[src/rtl/adder_pkg.sv]
// Shared constants for the nibble-serial adder: slice width and controller state codes.
package adder_pkg;

  localparam int unsigned NIBBLE_W = 4;

  localparam logic [1:0] ST_IDLE = 2'd0;
  localparam logic [1:0] ST_RUN  = 2'd1;
  localparam logic [1:0] ST_DONE = 2'd2;

endpackage

[src/rtl/nibble_adder_cin.sv]
// 4-bit ripple adder slice built from full_adder cells.
// It also exposes the carry into bit 3, which is needed for signed overflow.
module full_adder (
  input  logic a,
  input  logic b,
  input  logic ci,
  output logic s,
  output logic co
);
  assign s  = a ^ b ^ ci;
  assign co = (a & b) | (ci & (a ^ b));
endmodule

module nibble_adder_cin
  import adder_pkg::*;
(
  input  logic [NIBBLE_W-1:0] a,
  input  logic [NIBBLE_W-1:0] b,
  input  logic                cin,
  output logic [NIBBLE_W-1:0] s,
  output logic                c4,
  output logic                c3
);
  logic [NIBBLE_W:0] c;

  assign c[0] = cin;

  for (genvar i = 0; i < NIBBLE_W; i++) begin : g_fa
    full_adder u_fa (
      .a  (a[i]),
      .b  (b[i]),
      .ci (c[i]),
      .s  (s[i]),
      .co (c[i+1])
    );
  end

  assign c4 = c[NIBBLE_W];
  assign c3 = c[NIBBLE_W-1];
endmodule

[src/rtl/nibble_serial_adder_ctrl.sv]
// Wide adder that time-shares one 4-bit slice: one nibble per clock, LSB first,
// with valid/ready on both sides and the result held until it is taken.
module nibble_serial_adder_ctrl
  import adder_pkg::*;
#(
  parameter int unsigned NIBBLES = 4
) (
  input  logic                   clk,
  input  logic                   rst_n,
  input  logic                   in_valid,
  output logic                   in_ready,
  input  logic [4*NIBBLES-1:0]   a,
  input  logic [4*NIBBLES-1:0]   b,
  input  logic                   cin,
  output logic                   out_valid,
  input  logic                   out_ready,
  output logic [4*NIBBLES-1:0]   sum,
  output logic                   cout,
  output logic                   ovf,
  output logic                   busy
);
  localparam int unsigned W     = NIBBLE_W * NIBBLES;
  localparam int unsigned IDX_W = $clog2(NIBBLES);
  localparam logic [IDX_W-1:0] IDX_LAST = IDX_W'(NIBBLES - 1);

  logic [1:0]       state_q, state_d;
  logic [IDX_W-1:0] idx_q, idx_d;
  logic             carry_q, carry_d;
  logic [W-1:0]     a_sh_q, a_sh_d;
  logic [W-1:0]     b_sh_q, b_sh_d;
  logic [W-1:0]     sum_q, sum_d;
  logic             cout_q, cout_d;
  logic             ovf_q, ovf_d;

  logic [NIBBLE_W-1:0] s4;
  logic                c4;
  logic                c3;
  logic                accept;

  nibble_adder_cin u_slice (
    .a   (a_sh_q[NIBBLE_W-1:0]),
    .b   (b_sh_q[NIBBLE_W-1:0]),
    .cin (carry_q),
    .s   (s4),
    .c4  (c4),
    .c3  (c3)
  );

  assign in_ready  = (state_q == ST_IDLE) || ((state_q == ST_DONE) && out_ready);
  assign out_valid = (state_q == ST_DONE);
  assign busy      = (state_q == ST_RUN);
  assign accept    = in_valid && in_ready;

  always_comb begin
    state_d = state_q;
    idx_d   = idx_q;
    carry_d = carry_q;
    a_sh_d  = a_sh_q;
    b_sh_d  = b_sh_q;
    sum_d   = sum_q;
    cout_d  = cout_q;
    ovf_d   = ovf_q;

    case (state_q)
      ST_RUN: begin
        a_sh_d  = a_sh_q >> NIBBLE_W;
        b_sh_d  = b_sh_q >> NIBBLE_W;
        sum_d   = {s4, sum_q[W-1:NIBBLE_W]};
        carry_d = c4;
        if (idx_q == IDX_LAST) begin
          ovf_d   = c4 ^ c3;
          cout_d  = c4;
          state_d = ST_DONE;
        end else begin
          idx_d = idx_q + IDX_W'(1);
        end
      end
      ST_DONE: begin
        if (out_ready) state_d = ST_IDLE;
      end
      ST_IDLE: ;
      default: state_d = ST_IDLE;
    endcase

    // Acceptance from IDLE or from DONE-with-handshake overrides the case above.
    if (accept) begin
      a_sh_d  = a;
      b_sh_d  = b;
      carry_d = cin;
      idx_d   = '0;
      state_d = ST_RUN;
    end
  end

  always_ff @(posedge clk or negedge rst_n) begin
    if (!rst_n) begin
      state_q <= ST_IDLE;
      idx_q   <= '0;
      carry_q <= 1'b0;
      a_sh_q  <= '0;
      b_sh_q  <= '0;
      sum_q   <= '0;
      cout_q  <= 1'b0;
      ovf_q   <= 1'b0;
    end else begin
      state_q <= state_d;
      idx_q   <= idx_d;
      carry_q <= carry_d;
      a_sh_q  <= a_sh_d;
      b_sh_q  <= b_sh_d;
      sum_q   <= sum_d;
      cout_q  <= cout_d;
      ovf_q   <= ovf_d;
    end
  end

  assign sum  = sum_q;
  assign cout = cout_q;
  assign ovf  = ovf_q;
endmodule
[config.mk]
export PLATFORM = sky130hd
export DESIGN_NAME = nibble_serial_adder_ctrl
export DESIGN_NICKNAME = d
export VERILOG_FILES = /design/src/rtl/adder_pkg.sv /design/src/rtl/nibble_adder_cin.sv /design/src/rtl/nibble_serial_adder_ctrl.sv
export SDC_FILE = /design/constraint.sdc
export NUM_CORES = 1
export LEC_CHECK = 0
export ABC_AREA = 1
export CAP_MARGIN = 20
export CORE_UTILIZATION = 55
export DETAILED_ROUTE_END_ITERATION = 8
export DONT_BUFFER_PORTS = 1
export GPL_TIMING_DRIVEN = 0
export MAX_ROUTING_LAYER = met4
export PLACE_DENSITY = 0.67
export SLEW_MARGIN = 20
export SYNTH_ARGS = -nofsm -noshare
export SYNTH_HDL_FRONTEND = slang
export SYNTH_HIERARCHICAL = 1
export SYNTH_SLANG_ARGS = --single-unit
[constraint.sdc]
create_clock -name clk -period 3 [get_ports clk]
set_input_delay 0.6 -clock clk [delete_from_list [all_inputs] [get_ports clk]]
set_output_delay 0.6 -clock clk [all_outputs]
set_load 0.005 [all_outputs]
# [After elaboration in Yosys (flattened, before gate mapping)]
# Cells that the tools add are included.
[totals] register_bits=55 latchBits=0 mem_bits_rw=0 rom_bits=0 in_bits=37 output_inout_bits=21 word_cells=58 n_memories=0
[op_classes] n_addsub=1 mul=0 div_mod_pow=0 magnitude_cmp=0 eq_ne=7 n_shift=0 n_mux=13 bitwise=21 reduce_logical=8
[op_table] operator="$mux W16" count=4
[op_table] operator="$mux W2" count=6
[op_table] operator="$xor A1 B1 Y1" count=9
[op_table] operator="$and A1 B1 Y1" count=8
[op_table] operator="$ne A3 B1 Y1 const B" count=2
[op_table] operator="$pmux W2 S3" count=1
[op_table] operator="$eq A2 B2 Y1 const B" count=2
[op_table] operator="$ne A2 B2 Y1 const B" count=2
[op_table] operator="$or A1 B1 Y1" count=4
[op_table] operator="$reduce_and A2 Y1" count=2
[op_table] operator="$reduce_and A3 Y1" count=1
[op_table] operator="$add A2 B1 Y2 const B" count=1
[op_table] operator="$eq A2 B1 Y1 const B" count=1
[op_table] operator="$logic_and A1 B1 Y1" count=2
[op_table] operator="$logic_not A2 Y1" count=1
[op_table] operator="$mux W1" count=2
[op_table] operator="$reduce_bool A2 Y1" count=1
[op_table] operator="$logic_or A1 B1 Y1" count=1

# [Logic depth before layout (Yosys ltp)]
# Gate-level depths: netlist of the first run.
[depth] ltp_word=11 depth_mapped=8 depth_no_buf=8

# [Hierarchy]
# Netlist of the first run, hierarchy kept.
[by_module_without_submodules] mod="nibble_serial_adder_ctrl" instances=1 cells_per_inst=349 area_each_um2=2701.3 seq_area_each_um2=1376.3
[by_module_without_submodules] mod="full_adder" instances=4 cells_per_inst=1 area_each_um2=20.0 seq_area_each_um2=0.0

# [Worst setup path before layout of the first run]
# No wires, ideal clock.
[synth_timing] kind="register -> register" from="register a_sh_q[0]" to="register ovf_q (netlist: ovf)" setup_time_ns=0.127 arrival_ns=2.245 required_time_ns=2.873 setup_slack_ns=0.628 path_stages_with_launch=7 n_path_buf=0 period_less_slack_ns=2.372 path_cell_list="dfrtp_1 > fa_1 > fa_1 > fa_1 > fa_1 > xnor2_1 > o21ai_0"
[synth_via] elab_chain_len=10 elab_cells_between_ends=11 cone_classes="bitwise (11)"
[synth_lines] element="start, declared" line="nibble_serial_adder_ctrl.sv:29" rtl="logic [W-1:0] a_sh_q, a_sh_d;"
[synth_lines] element="start signal, assigned" line="nibble_serial_adder_ctrl.sv:109" rtl="a_sh_q <= a_sh_d;"
[synth_lines] element="$xor A1 B1 Y1" line="nibble_adder_cin.sv:11" rtl="assign co = (a & b) | (ci & (a ^ b));"
[synth_lines] element="$and A1 B1 Y1" line="nibble_adder_cin.sv:11"
[synth_lines] element="$or A1 B1 Y1 *" line="nibble_adder_cin.sv:11"
[synth_lines] element="via u_slice.c[1]" line="nibble_adder_cin.sv:24" rtl="logic [NIBBLE_W:0] c;"
[synth_lines] element="$and A1 B1 Y1 *" line="nibble_adder_cin.sv:11"
[synth_lines] element="$or A1 B1 Y1 *" line="nibble_adder_cin.sv:11"
[synth_lines] element="via u_slice.c[2]" line="nibble_adder_cin.sv:24"
[synth_lines] element="$and A1 B1 Y1 *" line="nibble_adder_cin.sv:11"
[synth_lines] element="$or A1 B1 Y1 *" line="nibble_adder_cin.sv:11"
[synth_lines] element="via c3" line="nibble_serial_adder_ctrl.sv:37" rtl="logic c3;"
[synth_lines] element="$and A1 B1 Y1 *" line="nibble_adder_cin.sv:11"
[synth_lines] element="$or A1 B1 Y1 *" line="nibble_adder_cin.sv:11"
[synth_lines] element="via c4" line="nibble_serial_adder_ctrl.sv:36" rtl="logic c4;"
[synth_lines] element="$xor A1 B1 Y1 *" line="nibble_serial_adder_ctrl.sv:71" rtl="ovf_d = c4 ^ c3;"
[synth_lines] element="end signal, assigned" line="nibble_serial_adder_ctrl.sv:113" rtl="ovf_q <= ovf_d;"
[synth_lines] element="end, declared" line="nibble_serial_adder_ctrl.sv:33" rtl="logic ovf_q, ovf_d;"
# The timed path passes the listed nets; every way through them passes the cells marked *.
# A chain may end at the register's enable or synchronous reset.

# [Worst setup path after layout of the first run]
[layout_timing] from="register a_sh_q[0]" to="register carry_q"
[layout_via] elab_chain_len=11 elab_cells_between_ends=12 cone_classes="mux (2); bitwise (10)"
[layout_lines] element="$xor A1 B1 Y1" line="nibble_adder_cin.sv:11"
[layout_lines] element="$and A1 B1 Y1" line="nibble_adder_cin.sv:11"
[layout_lines] element="$or A1 B1 Y1 *" line="nibble_adder_cin.sv:11"
[layout_lines] element="via u_slice.c[1]" line="nibble_adder_cin.sv:24"
[layout_lines] element="$and A1 B1 Y1 *" line="nibble_adder_cin.sv:11"
[layout_lines] element="$or A1 B1 Y1 *" line="nibble_adder_cin.sv:11"
[layout_lines] element="via u_slice.c[2]" line="nibble_adder_cin.sv:24"
[layout_lines] element="$and A1 B1 Y1 *" line="nibble_adder_cin.sv:11"
[layout_lines] element="$or A1 B1 Y1 *" line="nibble_adder_cin.sv:11"
[layout_lines] element="via c3" line="nibble_serial_adder_ctrl.sv:37"
[layout_lines] element="$and A1 B1 Y1 *" line="nibble_adder_cin.sv:11"
[layout_lines] element="$or A1 B1 Y1 *" line="nibble_adder_cin.sv:11"
[layout_lines] element="via c4" line="nibble_serial_adder_ctrl.sv:36"
[layout_lines] element="$mux W1 *" line="nibble_serial_adder_ctrl.sv:64" rtl="case (state_q)"
[layout_lines] element="$mux W1 *" line="nibble_serial_adder_ctrl.sv:86" rtl="if (accept) begin"
[layout_lines] element="end signal, assigned" line="nibble_serial_adder_ctrl.sv:108" rtl="carry_q <= carry_d;"
[layout_lines] element="end, declared" line="nibble_serial_adder_ctrl.sv:28" rtl="logic carry_q, carry_d;"
# The timed path passes the listed nets; every way through them passes the cells marked *. The select of a mux whose other input is x is not followed.

==> results of run 1 <==
-- flip-flops by register name (all words and copies together), names as in the netlist --
signal / count
a_sh_q: 16
b_sh_q: 16
sum: 16
idx_q: 2
state_q: 2
carry_q: 1
cout: 1
ovf: 1
-- kinds of logic (layout without fill, tap and decap cells) --
kind of cell	after synthesis	count (layout)	synth area share [%]
buffers and inverters	63	72	10.2
xor gates and xnor gates	1	1	0.315
DFF	55	55	49.5
AOI/OAI and AO/OA	17	17	3.19
and+or+nand+nor	212	212	33.5
adders and majority gates	5	5	3.33
-- what timing repair did --
item / 4_1_cts / 5_1_grt
hold buffers: 1 / 0
buffers inserted: 0 / 0
endpoints found under the hold margin: 55 / 0
-- power by group --
| group | total (mW) | switching [mW] | leakage [nW] | internal (mW) |
|---|---|---|---|---|
| Clock | 0.410 | 0.245 | 0.0483 | 0.165 |
| Sequential | 1.36 | 0.261 | 0.684 | 1.10 |
| Combinational | 1.54 | 0.972 | 0.900 | 0.573 |
-- path summary, 6_finish.rpt --
check,start,end,slack [ps]
worst min-delay path,rst_n,sum[11],130
min in group clk,b[13],b_sh_q[13],420
worst min register to register,idx_q[1],idx_q[1],510
worst max register to register,a_sh_q[0],carry_q,510
worst max-delay path,a_sh_q[0],carry_q,510
max in group asynchronous,rst_n,a_sh_q[15],2630
-- cell usage after synthesis, types with 2 or more instances --
master / instances
clkbuf_1: 10
buf_2: 5
o21ai_0: 16
fa_1: 4
nor2_1: 2
inv_2: 2
buf_6: 2
nand4_1: 25
buf_4: 7
nand2_1: 137
nand3_1: 45
inv_1: 37
dfrtp_1: 55
-- routing by layer --
layer  wire [um]  vias up  GRT usage (%)  share of wire, %
li1            -     1130              -                 -
met1        2690     1062           34.0                44
met2        3020       67           41.5                49
met3         290        9           4.70               4.7
met4         126        0           8.71               2.1
met5           0        -              -                 0
-- worst register-to-register path, delay by kind of cell, from the launching register on --
kind | cells | cell delay [ps]
flip-flops | 1 | 420
AND/OR/NAND/NOR | 4 | 260
adder cells (fa/ha/maj) | 4 | 1710
-- layout make-up --
type                            instances  area [um^2]
Tap cell                               67         83.8
Inverter                               39          146
Fill cell                             469         1810
Clock buffer                            5         68.8
Sequential cell                        55         1380
Buffer                                 24          138
Clock inverter                          3         18.8
Timing Repair Buffer                    1         27.5
Multi-Input combinational cell        235         1120
-- stage by stage --
step	instances	hold WS, ps
global route	429	134
floorplan	353	304
global placement	420	306
detailed placement	420	306
CTS	429	144
finish	429	130
==> metrics.yaml, run 1 <==
route:
  viasPerCell: 5.29
  wl_mm: 6.12
  wire_per_inst_um: 14.3
  vias: 2268
  ant_nets: 0
  drc_errors: 0
  drt_iter0_markers: 137
  first_pass_iters: 4
die:
  io_pins: 58
  placeableCoreArea_mm2: 0.00479
  die_x_um: 73.1
  rows: 25
  die_area_mm2: 0.00535
  die_y_um: 73.1
  start_util_pct: 58.1
final_layout:
  diodes: 0
  final_cell_mix: "nand2_1 (137), dfrtp_1 (55), nand3_1 (45)"
  fin_util_pct: 62.3
  final_area_mm2: 0.00298
  layout_commonest_cell: "nand2_1"
  nets: 403
  drive_above_1_share_pct: 8.01
  syn2layout_area_growth_pct: 7.15
synthesis:
  synth.ff_latch_count: 55
  synth_fp_nets: 395
  ys_seq_area_share_pct: 49.5
  ys_warn_count: 6
  async_reset_ff_share_pct: 100
  syn-cell-area_mm2: 0.00278
  ys_top_cells_by_area: "dfrtp_1 (49%), nand2_1 (18%), nand3_1 (8.1%)"
  syn_avg_cell_area_um2: 7.88
  ys_types: 19
  yosys.area.top_type: "dfrtp_1"
  yosysTopAreaCellShare_pct: 49.5
  syn_inst: 353
  synth_edf_count: 0
  synth-main-ff-cell: "dfrtp_1"
worst_setup_path:
  end_kind: "flop"
  cp.depth: 8
  cpLargestDelayFamily: "adder cells"
  cpMaxStageDelayCell: "fa_1"
  crit_path_cell_trace: "fa_1, fa_1, fa_1, fa_1, nand2_1, nand2_1, nand2_1, nand2_1"
  cp.required_ps: 3210
  reg2regPathDepth: 8
  worstSetupStartpointType: "flop"
  critical_path_class: "flop to flop"
  cpPeakStageDelay_ps: 450
  cp.buffers_inverters: 0
  arrival_ps: 2700
  path_max_fanout: 3
sta:
  setup_ws_ps: 508
  worst_pin_slew_ps: 469
  fin_setup_tns_ps: 0
  fin_crit_ps: 2490
  setup_viol: 0
  max_slew_margin_pct: 68.7
  min_period_over_period_pct: 83.1
  hold_viol: 0
  clock_skew_ps: 8.95
  fmax_mhz: 401
  slew_viol_final: 0
  rsz0062_at_grt: "no"
power_and_ir_drop:
  peakVddDrop_uv: 446
  powerDensity_mw_per_mm2: 1110
  p_leak_nw: 1.63
  power_mw: 3.32
grt:
  overflow: 0
  grt_use_total_pct: 26.1
  grt_pass1_vias: 2155
  grt_max_degree: 56
  grt_pass1_wl_mm: 10.1
  antenna_found_initial: 0
placement:
  routabilityCongestion: 0.842
  place_area_mm2: 0.00287
  place_ws_ps: 508
  place_hpwl_mm: 4.45
  io_buffer_count: 0
clock_network:
  clock_sinks: 55
  cts-resized-gates: 0
  clkTransAtPathRegs_ps: 100
  cts_max_path_buffers: 2
  cts_tree: "done"
  cts_buffers: 5
  cts.htree.levels: 2
  clkLatencyLatePin_ps: 310
  root_buffer: "clkbuf_8"
run:
  drv_cap: 0
outcome:
  status: "complete, no violations"
hold_path:
  min_path_type: "input pin to asynchronous set/reset pin"
(Power assumes the default switching activity.)
==> run 2, diff against run 1 <==
PLACE_DENSITY = 0.7   (was 0.67)
clock period = 2.1 ns   (was 3 ns; I/O delays follow)
==> run 2 against run 1 <==
The run now ends with setup timing left. Hold slack improved by 120 ps. Via count rose by 2.1%. Clock skew is 2.8 ps lower. Clock power is 41% higher. Cell count increased by 1.4%. Sequential cell count did not move. Largest cell class unchanged. First-iteration DRC count fell by 2.9%. Critical path depth decreased by 1. Power rose by 47%. Fmax rose by 11%. Routed wire length grew 0.13%.
==> metrics.yaml, run 2 (synthesis results as in run 1) <==
power_and_ir_drop:
  power_mw: 4.88
  peakVddDrop_uv: 630
  p_leak_nw: 1.65
  powerDensity_mw_per_mm2: 1600
route:
  first_pass_iters: 4
  wire_per_inst_um: 14.1
  drt_iter0_markers: 133
  vias: 2316
  viasPerCell: 5.32
  drc_errors: 0
  wl_mm: 6.13
  ant_nets: 0
worst_setup_path:
  cp.required_ps: 2310
  critical_path_class: "flop to flop"
  end_kind: "flop"
  crit_path_cell_trace: "fa_2, fa_2, fa_2, fa_2, buf_4, nand3_2, nand2_1"
  arrival_ps: 2450
  cp.buffers_inverters: 1
  path_max_fanout: 3
  cpPeakStageDelay_ps: 420
  worstSetupStartpointType: "flop"
  crit_top_cell: "fa_2"
  cpMaxStageDelayCell: "dfrtp_1"
  cpLargestDelayFamily: "adder cells"
placement:
  place_hpwl_mm: 4.45
  place_area_mm2: 0.00288
  io_buffer_count: 0
  routabilityCongestion: 0.828
final_layout:
  layout_commonest_cell: "nand2_1"
  final_cell_mix: "nand2_1 (137), dfrtp_1 (55), nand3_1 (44)"
  drive_above_1_share_pct: 10.3
  diodes: 0
  final_area_mm2: 0.00304
  nets: 409
  fillers: 457
  syn2layout_area_growth_pct: 9.31
sta:
  hold_viol: 0
  min_period_over_period_pct: 106
  fin_crit_ps: 2240
  fmax_mhz: 447
  slew_viol_final: 0
  worst_pin_slew_ps: 464
  holdWs_ps: 250
  clock_skew_ps: 6.15
  fin_setup_tns_ps: -492
  setup_viol: 4
  rsz0062_at_grt: "yes"
  setup_ws_ps: -136
  max_slew_margin_pct: 69.1
grt:
  grt_use_total_pct: 26.0
  overflow: 0
  grt_pass1_vias: 2281
  antenna_found_initial: 0
  grt_max_degree: 56
  grt_pass1_wl_mm: 10.2
outcome:
  status: "complete, but fails checks"
  violations: "setup timing"
clock_network:
  clock_sinks: 55
  cts_max_path_buffers: 2
  cts.htree.levels: 2
  root_buffer: "clkbuf_8"
  clkLatencyLatePin_ps: 300
  clkTransAtPathRegs_ps: 100
  cts_tree: "done"
  cts_buffers: 5
hold_path:
  min_path_type: "input pin to flop"
die:
  die_area_mm2: 0.00535
  rows: 25
  start_util_pct: 58.1
  placeableCoreArea_mm2: 0.00479
  io_pins: 58
  die_y_um: 73.1
  die_x_um: 73.1
run:
  drv_cap: 0
==> run 2: path summary, 6_finish.rpt <==
| path | from | slack, ps | cells after the start | to |
|---|---|---|---|---|
| setup / recovery | a_sh_q[0] | -140 | 7 | cout |
| setup reg to reg | a_sh_q[0] | -140 | 7 | cout |
| min in group asynchronous | rst_n | 620 | 2 | sum[7] |
| hold reg to reg | cout | 510 | 2 | cout |
| max in group asynchronous | rst_n | 1250 | 2 | b_sh_q[11] |
| hold / removal | b[14] | 250 | 2 | b_sh_q[14] |
==> run 2: final cells by class <==
cell class | instances | area (um^2) | area share [%]
repair buffers | 7 | 75.1 | 2.47
multi-input cells | 235 | 1140 | 37.4
clock buffers | 6 | 72.6 | 2.39
plain buffers | 24 | 138 | 4.53
flip-flops and latches | 55 | 1380 | 45.3
clock inverters | 2 | 12.5 | 0.412
inverters | 39 | 146 | 4.81
well taps | 67 | 83.8 | 2.76
==> run 2: layer usage <==
metal | vias up | part of all wire [%] | GRT usage, %
met1 | 1073 | 42 | 31.8
li1 | 1141 | - | -
met3 | 11 | 5.8 | 3.73
met5 | - | 0 | -
met2 | 91 | 50 | 43.8
met4 | 0 | 1.8 | 9.15
==> run 2: power by group <==
group	leakage, nW	switching [mW]	internal [mW]	total [mW]
clock	0.0412	0.343	0.234	0.577
sequential	0.684	0.378	1.58	1.95
combinational	0.925	1.42	0.927	2.34
total	1.65	2.14	2.74	4.88
==> run 2: repair_timing <==
item / 4_1_cts / 5_1_grt
hold buffers: 2 / 0
endpoints found under the setup margin: 4 / 4
resized for setup: 0 / 1
pin swaps: 5 / 2
setup buffers: 3 / 2
hold endpoints to repair: 55 / 0
==> run 2: through the flow <==
| stage | util, % | worst slack (ps) | instances |
|---|---|---|---|
| CTS | 63.1 | -128 | 433 |
| global route | 63.5 | -236 | 435 |
| finish | 63.5 | -136 | 435 |
| detailed placement | 60.1 | -223 | 420 |
| global placement | 60.1 | -229 | 420 |
| floorplan | - | -136 | 353 |
==> run 3, diff against run 2 <==
CORE_UTILIZATION = 35   (was 55)
PLACE_DENSITY = 0.48   (was 0.7)
==> run 3 against run 2 <==
The run still ends with setup timing left. Combinational power is essentially flat. Via count down 1.0%. Clock skew up 2.3 ps. Power grew 2.8%. Die area grew 55%. Register-to-register slack about the same. First-iteration DRC count is 3.0% lower. Fmax about the same. Cell count is 7.6% higher. Cell area up 1.8%. Global-route usage shrank 7.5 points.
==> metrics.yaml, run 3 (synthesis results as in run 1) <==
sta:
  min_period_over_period_pct: 106
  fin_setup_tns_ps: -482
  clock_skew_ps: 8.48
  worst_pin_slew_ps: 579
  slew_viol_final: 0
  setup_viol: 4
  rsz0062_at_grt: "yes"
  setup_ws_ps: -136
  fmax_mhz: 447
  max_slew_margin_pct: 61.4
  hold_viol: 0
  fin_crit_ps: 2240
die:
  placeableCoreArea_mm2: 0.00769
  start_util_pct: 36.2
  die_y_um: 91.1
  die_x_um: 91.1
  rows: 32
  io_pins: 58
  die_area_mm2: 0.00831
power_and_ir_drop:
  clkPwrFrac_pct: 13.9
  comb_power_share_pct: 47.1
  switching_share_pct: 43.6
  p_leak_nw: 1.66
  power_mw: 5.01
  peakVddDrop_uv: 503
  p_sw_mw: 2.18
  pwr-share-seq_pct: 39.0
  powerDensity_mw_per_mm2: 1620
  p_int_mw: 2.83
worst_setup_path:
  path_max_fanout: 3
  worstSetupStartpointType: "flop"
  reg2reg_from: "a_sh_q[0]"
  critical_path_class: "flop to flop"
  critPathLaunch: "a_sh_q[0]"
  end_kind: "flop"
  arrival_ps: 2440
  cp.required_ps: 2300
clock_network:
  cts_tree: "done"
  cts_buffers: 5
  root_buffer: "clkbuf_8"
  clock_sinks: 55
  clkLatencyLatePin_ps: 300
  cts_max_path_buffers: 2
  clkTransAtPathRegs_ps: 100
  cts.htree.levels: 2
grt:
  grt_use_total_pct: 18.5
  grt_pass1_vias: 2270
  overflow: 0
  grt_max_degree: 56
  antenna_found_initial: 0
  grt_pass1_wl_mm: 11.7
outcome:
  violations: "setup timing"
  status: "complete, but fails checks"
final_layout:
  fillers: 840
  final_cell_mix: "nand2_1 (137), dfrtp_1 (55), nand3_1 (44)"
  nets: 408
  multi_input_area_mm2: 0.00114
  final_area_mm2: 0.00309
  syn2layout_area_growth_pct: 11.2
  diodes: 0
  layout_commonest_cell: "nand2_1"
  regArea_mm2: 0.00138
  fin_util_pct: 40.3
  drive_above_1_share_pct: 9.84
hold_path:
  min_path_type: "input pin to flop"
  hold_start: "b[15]"
route:
  ant_nets: 0
  vias: 2292
  drc_errors: 0
  drt_iter0_markers: 129
  wl_mm: 7.15
  first_pass_iters: 6
  viasPerCell: 4.90
  wire_per_inst_um: 15.3
placement:
  place_area_mm2: 0.00292
  routabilityCongestion: 0.789
  io_buffer_count: 0
  place_hpwl_mm: 5.02
  place_ws_ps: -258
run:
  drv_cap: 0
## run 3: critical path, cell delays in order (launching register included)
cell and delay (ps):
dfrtp_1 420, fa_2 400, fa_2 350, fa_2 360, fa_2 380, buf_4 150
nand3_2 50, nand2_1 50
## run 3: cell type report
cell class / count / area share, %
Inverter: 39 / 4.73
Timing Repair Buffer: 6 / 2.18
Buffer: 24 / 4.45
Multi-Input combinational cell: 235 / 36.7
Sequential cell: 55 / 44.5
Tap cell: 102 / 4.12
Clock buffer: 6 / 2.35
Clock inverter: 1 / 0.970
## run 3: final timing paths
| kind | endpoint | slack, ps | depth (start not counted) |
|---|---|---|---|
| worst max register to register | cout | -140 | 7 |
| worst min-delay path | b_sh_q[15] | 250 | 2 |
| worst max-delay path | cout | -140 | 7 |
| worst min register to register | idx_q[1] | 520 | 2 |
| min in group asynchronous | a_sh_q[15] | 630 | 2 |
| max in group asynchronous | a_sh_q[11] | 1220 | 2 |
## run 3: stage by stage
step / instances / hold WS, ps
floorplan: 353 / 124
global placement: 455 / 126
detailed placement: 455 / 126
CTS: 467 / 235
global route: 468 / 239
finish: 468 / 246
## run 3: power groups by stage
stage               Sequential [mW]  Clock, mW  Combinational, mW
floorplan                      1.87          0               1.78
global placement               1.98          0               2.26
detailed placement             1.99          0               2.28
CTS                            1.97      0.716               2.36
global route                   2.02      0.756               2.74
finish                         1.95      0.698               2.36
## run 3: per-layer routing
metal  up-vias  track usage [%]  share of wire, %
li1       1144                -                 -
met1      1088             23.0                46
met2        53             31.0                48
met3         7             4.02               4.6
met4         0             3.97              0.87
met5         -                -                 0
## run 3: what timing repair did
action,in CTS,in global routing
setup buffers,3,1
cloned,0,0
endpoints found under the hold margin,55,0
pin swaps,6,1
setup endpoints to repair,4,4
resized for setup,0,1
hold buffers,2,0
